File: src/rtl/mode_ctrl.sv
// ============================================================================
// mode_ctrl : button-driven display/serial mode registers with a coalescing
//             valid/ready configuration publisher.
// Optional feature macro: MODE_CTRL_BOOT_CFG_EN (offer reset config once).
// Revision  : 1.0
// ============================================================================
`default_nettype none

module mode_ctrl #(
  parameter  int FMT_NUM = 4,
  parameter  int GAP     = 4,
  localparam int FMT_W   = $clog2(FMT_NUM),
  localparam int CFG_W   = 2 + 2 * FMT_W
) (
  input  logic             clk,
  input  logic             rst_n,
  input  logic             HS,
  input  logic             VS,
  input  logic             DF_UART,
  input  logic             DF_VGA,
  output logic             hs_en,
  output logic             vs_en,
  output logic [FMT_W-1:0] uart_fmt,
  output logic [FMT_W-1:0] vga_fmt,
  output logic             cfg_valid,
  input  logic             cfg_ready,
  output logic [CFG_W-1:0] cfg_data
);

  localparam logic [FMT_W-1:0] C_FMT_LAST = FMT_W'(FMT_NUM - 1);
  localparam logic [7:0]       C_GAP      = 8'(GAP);

  typedef enum logic [1:0] {
    S_IDLE = 2'd0,
    S_SEND = 2'd1,
    S_HOLD = 2'd2
  } state_t;

  state_t           r_state;
  logic             r_prev_hs;
  logic             r_prev_vs;
  logic             r_prev_du;
  logic             r_prev_dv;
  logic             r_dirty;
  logic [7:0]       r_gap_cnt;

  logic             w_rise_hs;
  logic             w_rise_vs;
  logic             w_rise_du;
  logic             w_rise_dv;
  logic             w_any_rise;
  logic             w_pending;
  logic             w_boot;
  logic             w_hs_nxt;
  logic             w_vs_nxt;
  logic [FMT_W-1:0] w_uf_nxt;
  logic [FMT_W-1:0] w_vf_nxt;
  logic [CFG_W-1:0] w_snap;

  function automatic logic [FMT_W-1:0] f_next_fmt(input logic [FMT_W-1:0] f);
    return (f == C_FMT_LAST) ? '0 : f + 1'b1;
  endfunction

  assign w_rise_hs  = HS      & ~r_prev_hs;
  assign w_rise_vs  = VS      & ~r_prev_vs;
  assign w_rise_du  = DF_UART & ~r_prev_du;
  assign w_rise_dv  = DF_VGA  & ~r_prev_dv;
  assign w_any_rise = w_rise_hs | w_rise_vs | w_rise_du | w_rise_dv;
  assign w_pending  = r_dirty | w_any_rise;

  // Post-update mode values; snapshots always capture these so a rise in the
  // snapshot cycle is never lost.
  assign w_hs_nxt = hs_en ^ w_rise_hs;
  assign w_vs_nxt = vs_en ^ w_rise_vs;
  assign w_uf_nxt = w_rise_du ? f_next_fmt(uart_fmt) : uart_fmt;
  assign w_vf_nxt = w_rise_dv ? f_next_fmt(vga_fmt)  : vga_fmt;
  assign w_snap   = {w_hs_nxt, w_vs_nxt, w_uf_nxt, w_vf_nxt};

`ifdef MODE_CTRL_BOOT_CFG_EN
  logic r_boot;

  always_ff @(posedge clk or negedge rst_n) begin
    if (!rst_n) begin
      r_boot <= 1'b1;
    end else begin
      r_boot <= 1'b0;
    end
  end

  assign w_boot = r_boot;
`else
  assign w_boot = 1'b0;
`endif

  always_ff @(posedge clk or negedge rst_n) begin
    if (!rst_n) begin
      r_prev_hs <= 1'b0;
      r_prev_vs <= 1'b0;
      r_prev_du <= 1'b0;
      r_prev_dv <= 1'b0;
      hs_en     <= 1'b0;
      vs_en     <= 1'b0;
      uart_fmt  <= '0;
      vga_fmt   <= '0;
    end else begin
      r_prev_hs <= HS;
      r_prev_vs <= VS;
      r_prev_du <= DF_UART;
      r_prev_dv <= DF_VGA;
      hs_en     <= w_hs_nxt;
      vs_en     <= w_vs_nxt;
      uart_fmt  <= w_uf_nxt;
      vga_fmt   <= w_vf_nxt;
    end
  end

  always_ff @(posedge clk or negedge rst_n) begin
    if (!rst_n) begin
      r_state   <= S_IDLE;
      cfg_valid <= 1'b0;
      cfg_data  <= '0;
      r_dirty   <= 1'b0;
      r_gap_cnt <= '0;
    end else begin
      case (r_state)
        S_IDLE: begin
          if (w_any_rise || w_boot) begin
            r_state   <= S_SEND;
            cfg_valid <= 1'b1;
            cfg_data  <= w_snap;
          end
        end

        S_SEND: begin
          if (cfg_ready) begin
            if (GAP == 0) begin
              // Back-to-back: re-offer immediately when something changed.
              if (w_pending) begin
                cfg_data <= w_snap;
                r_dirty  <= 1'b0;
              end else begin
                r_state   <= S_IDLE;
                cfg_valid <= 1'b0;
              end
            end else begin
              r_state   <= S_HOLD;
              cfg_valid <= 1'b0;
              r_gap_cnt <= C_GAP;
              r_dirty   <= w_pending;
            end
          end else begin
            r_dirty <= w_pending;
          end
        end

        S_HOLD: begin
          if (r_gap_cnt <= 8'd1) begin
            if (w_pending) begin
              r_state   <= S_SEND;
              cfg_valid <= 1'b1;
              cfg_data  <= w_snap;
              r_dirty   <= 1'b0;
            end else begin
              r_state <= S_IDLE;
            end
          end else begin
            r_gap_cnt <= r_gap_cnt - 8'd1;
            r_dirty   <= w_pending;
          end
        end

        default: begin
          r_state   <= S_IDLE;
          cfg_valid <= 1'b0;
        end
      endcase
    end
  end

endmodule

`default_nettype wire
File: config.mk
export PLATFORM = sky130hd
export DESIGN_NAME = mode_ctrl
export DESIGN_NICKNAME = d
export VERILOG_FILES = /design/src/rtl/mode_ctrl.sv
export SDC_FILE = /design/constraint.sdc
export NUM_CORES = 1
export LEC_CHECK = 0
export CAP_MARGIN = 20
export CORE_MARGIN = 1.5
export CORE_UTILIZATION = 51
export CTS_CLUSTER_DIAMETER = 60
export DETAILED_ROUTE_END_ITERATION = 7
export PLACE_DENSITY_LB_ADDON = 0.1
export SYNTH_ARGS = -nofsm -noshare
export SYNTH_HDL_FRONTEND = slang
export SYNTH_SLANG_ARGS = --single-unit
File: constraint.sdc
create_clock -name clk -period 2.3 [get_ports clk]
set_clock_uncertainty 0.15 [all_clocks]
set_input_delay 0.345 -clock clk [delete_from_list [all_inputs] [get_ports clk]]
set_output_delay 0.345 -clock clk [all_outputs]
set_load 0.02 [all_outputs]
Word level (Yosys, flattened, before mapping):

Index checks and enable logic that the tools add are counted.

* bitwise operators: 14
* equal/unequal tests: 10
* reductions and logical operators: 8
* order comparisons: 1
* mux-type cells: 24
* add/sub/neg operators: 3

Operator list (count)
* $mux W6: 3
* $mux W8: 2
* $pmux W8 S2: 1
* $mux W2: 7
* $pmux W6 S2: 1
* $ne A2 B2 Y1 const B: 5
* $le A8 B1 Y1 const B: 1
* $reduce_and A4 Y1: 2
* $sub A8 B1 Y8 const B: 1
* $mux W1: 7
* $eq A2 B2 Y1 const B: 3
* $pmux W2 S3: 1
* $reduce_and A3 Y1: 2
* $add A2 B1 Y2 const B: 2
* $and A1 B1 Y1: 4
* $not A1 Y1: 4
* $or A1 B1 Y1: 4
* $reduce_bool A2 Y1: 2
* $ne A3 B3 Y1 const B: 1
* $pmux W1 S3: 1
* $eq A2 B1 Y1 const B: 1
* $logic_not A2 Y1: 1
* $pmux W1 S2: 1
* $reduce_and A2 Y1: 1
* $xor A1 B1 Y1: 2

* output and inout bits: 13
* bits in registers: 28
* logic and storage cells: 73

Logic depth before layout (Yosys ltp):

* depth after elaboration: 9
* depth in mapped cells: 7
* mapped depth without buffers: 7

Worst setup path before layout:

Ideal clock, no wire load.

* path kind: flip-flop to flip-flop
* start point: register r_gap_cnt[0]
* end point: register r_gap_cnt[4]
* path slack: 332 ps
* data arrival time: 1679 ps
* library setup time: 140 ps
* stages on the path, launching flop included: 8
* required time: 2010 ps
* path through: dfrtp_1 > inv_1 > ha_1 > or2_2 > a31oi_1 > nand2_1 > o311ai_0 > o41ai_1

* longest elaborated chain between the ends: 3
* elaborated cells between the ends (all ways): 6
* those cells by class: 1 x add/sub; 1 x order compare; 1 x eq/ne; 2 x mux; 1 x reduce/logical

RTL lines
* start, declared: RTL line 45 `logic [7:0] r_gap_cnt;`
* start signal, assigned: RTL line 167 `r_gap_cnt <= r_gap_cnt - 8'd1;`
* $sub A8 B1 Y8 / $le A8 B1 Y1 (equally long branches): RTL line 167, 157
* $mux W8 / $ne A2 B2 Y1 (equally long branches)
* $pmux W8 S2 / $reduce_and A3 Y1 (equally long branches)

Several ways; a longest one is shown, not always the timed one. The select of a mux whose other input is x is not followed.
A chain may end at the register's enable or synchronous reset.

Worst setup path after layout:

* start point: register r_gap_cnt[4]
* end point: register cfg_data[3]

* longest elaborated chain between the ends: 3

RTL lines
* $le A8 B1 Y1: RTL line 157 `if (r_gap_cnt <= 8'd1) begin`
* $ne A2 B2 Y1 (no line)
* $reduce_and A4 Y1 (no line)
* end signal, assigned: RTL line 130 `cfg_data <= w_snap;`
* end signal, assigned: RTL line 139 `cfg_data <= w_snap;`
* end signal, assigned: RTL line 161 `cfg_data <= w_snap;`
* end, declared: RTL line 27 `output logic [CFG_W-1:0] cfg_data`

Every way passes these cells.

==> reports/results.ini <==
[grt]
met3_usage_pct=2.59
grt_overflow_total=0
grt_pass1_wl_um=3720
grt_pass1_vias=858
antenna_found_initial=0
grtUsageMet1_pct=25.0
busiest_layer=met2
use_met2_pct=31.6
grt_max_degree=29
grt_usage_pct=19.4

[synth]
yosysTopAreaCellShare_pct=57.7
async_flop_share_pct=100
ys_seq_area_share_pct=57.7
syn_area_mm2=0.00121
synth.area.top_cells=dfrtp_1 58%, mux2_2 9.3%, ha_1 4.1%
synth-seq-cells=28
yosysTopAreaCell=dfrtp_1
ys_warn_count=0
netlist_instances=94
synth_most_common_cell=dfrtp_1
postSynthAreaPerCell_um2=12.9
ys_top_cells_by_count=28 x dfrtp_1, 10 x mux2_2, 6 x nand2_1
synth_edf_count=0
ys.flop_type=dfrtp_1
ys_types=27
synthesis.nets=105

[floorplan]
start_util_pct=54.4
die_area_mm2=0.00268
die_width_um=51.8
die_h_um=51.8
num_rows=17
io_pins=20
core_mm2=0.00223

[setup_path]
r2r-end=cfg_data[3]
r2r_cells=4
critPathArrivalTime_ns=2.21
cp.required_ns=2.37
critPathLaunchType=flip-flop
worstSetupEndpointType=flip-flop
crit_fanout=8
criticalPathCategory=flip-flop to flip-flop
r2r_setup_slack_ns=0.16
reg2reg_from=r_gap_cnt[4]

[detailed_routing]
wl_per_cell_um=13.8
drc_errors=0
drt_wl_total_um=2090
final_antenna_net_count=0
drtIter0Drc=9
via_per_inst=5.36
num_vias=809
first_pass_iters=4

[clocking]
numCtsBuffers=3
clk_pin_slew_ns=0.14
cts_tree=yes
h-tree-depth=1
hold_buffers=0
cts_buffer_depth=2
clk_latency_ns=0.32
root_buffer=clkbuf_4
cts.sinks=28

[run]
cap_violations=0

[pwr]
p_sw_uw=803
power.static_leakage_nw=0.663
switching_share_pct=38.0
power.internal_mw=1.31
comb_power_share_pct=48.1
p_total_mw=2.11
sequentialPowerShare_pct=40.8
p_per_area_mw_per_mm2=1380
clkPwrFrac_pct=11.1
vdd_ir_drop_max_mv=0.899

[sta]
period_needed_ns=2.14
drv_slew=0
tightest_slew_ns=0.454
fin_ws_ns=0.160
relSlewSlack_pct=69.7
hold_viol=0
setup_viol=0
fin_crit_sh_pct=93.1
rsz0062_at_grt=false
clock.fmax_ghz=0.467

[worst_hold_path]
hp-class=input port to async pin

[final_layout]
post-route-util_pct=68.4
fin_nets=135
drive_gt1_share_pct=23.6
fill_cells=187
synthToLayoutAreaGrowth_pct=25.7
antenna_cells=0

[placed_design]
dpl_worst_slack_ns=-0.0215
io_buffers=19
dpl.hpwl_um=1560
place_congestion=0.834

[run_status]
outcome=finished clean

-- stage by stage --
| stage | setup TNS (ns) | instances | hold WS (ns) | area [µm²] |
|---|---|---|---|---|
| floorplan | 0 | 94 | -0.101 | 1210 |
| global placement | -0.00246 | 147 | 0.334 | 1490 |
| detailed placement | -0.0677 | 147 | 0.347 | 1490 |
| CTS | 0 | 151 | 0.225 | 1520 |
| global route | 0 | 151 | 0.238 | 1530 |
| finish | 0 | 151 | 0.217 | 1530 |
-- power by group through the flow --
stage	logic, mW	registers [mW]	clock network (mW)
after floorplan	0.497	0.989	0
after global placement	0.979	0.863	0
after detailed placement	1.01	0.874	0
after CTS	1.02	0.864	0.243
after global routing	1.12	0.895	0.256
final	1.02	0.863	0.234
-- final cells by class --
| type | count | area (µm²) | share of cell area (%) |
|---|---|---|---|
| multi-input cells | 63 | 509 | 33.3 |
| flip-flops and latches | 28 | 701 | 45.9 |
| clock buffers | 4 | 36.3 | 2.38 |
| inverters | 3 | 11.3 | 0.737 |
| well taps | 28 | 35.0 | 2.29 |
| repair buffers | 25 | 235 | 15.4 |
-- worst max-delay path by stage --
stage / cells after the start / slack (ns) / start / endpoint
3_3_place_gp: 6 / -0.002 / DF_VGA / cfg_data[5]
5_1_grt: 7 / 0.03 / r_gap_cnt[0] / r_gap_cnt[4]
6_report: 4 / 0.16 / r_gap_cnt[4] / cfg_data[3]
4_1_cts: 7 / 0.15 / r_gap_cnt[0] / r_gap_cnt[6]
3_5_place_dp: 6 / -0.02 / DF_VGA / cfg_data[3]
2_1_floorplan: 7 / 0.33 / r_gap_cnt[0] / r_gap_cnt[4]
-- kinds of logic after synthesis --
group	count (synthesis)	share of synthesized area, %
compound gates	18	11.5
xor+xnor	5	3.61
fa+ha+maj	4	4.12
buf+inv	3	0.927
flops	28	57.7
mux	10	9.27
simple gates	26	12.9
-- state kept, by name, indices dropped and copies added (netlist names), 2 cells and up --
name,flops
r_gap_cnt,8
cfg_data,6
uart_fmt,2
vga_fmt,2
r_state,2
-- cell usage in the layout, fill, tap and decap left out, drive strengths merged, types with 2 or more instances in the layout --
cell type and n:
a21o 2, xor2 3, inv 3, buf 6, nand2 6, o41ai 3
clkbuf 4, mux2 10, a21oi 3, o31ai 2, ha 4, or2b 2
clkdlybuf4s50 19, nor2b 3, o21ai 4, nor4 2, nand2b 2, o311ai 3
dfrtp 28, nor2 4, xnor2 2, nand3 4
-- timing repair --
action / CTS / global route
setup endpoints to repair: 0 / 3
buffers inserted: 0 / 0
resized for setup: 0 / 3
-- critical path, cell delays in order (launching register included) --
cell	delay, ns
dfrtp_1	0.47
nor4_4	0.38
nand3_2	0.17
o31ai_4	0.47
mux2_2	0.40
-- metal layers --
layer	wire [µm]	up-vias
li1	-	399
met1	969	388
met2	1000	17
met3	69	5
met4	50	0
met5	0	-
Note: power is estimated with default switching activity, not from simulation.
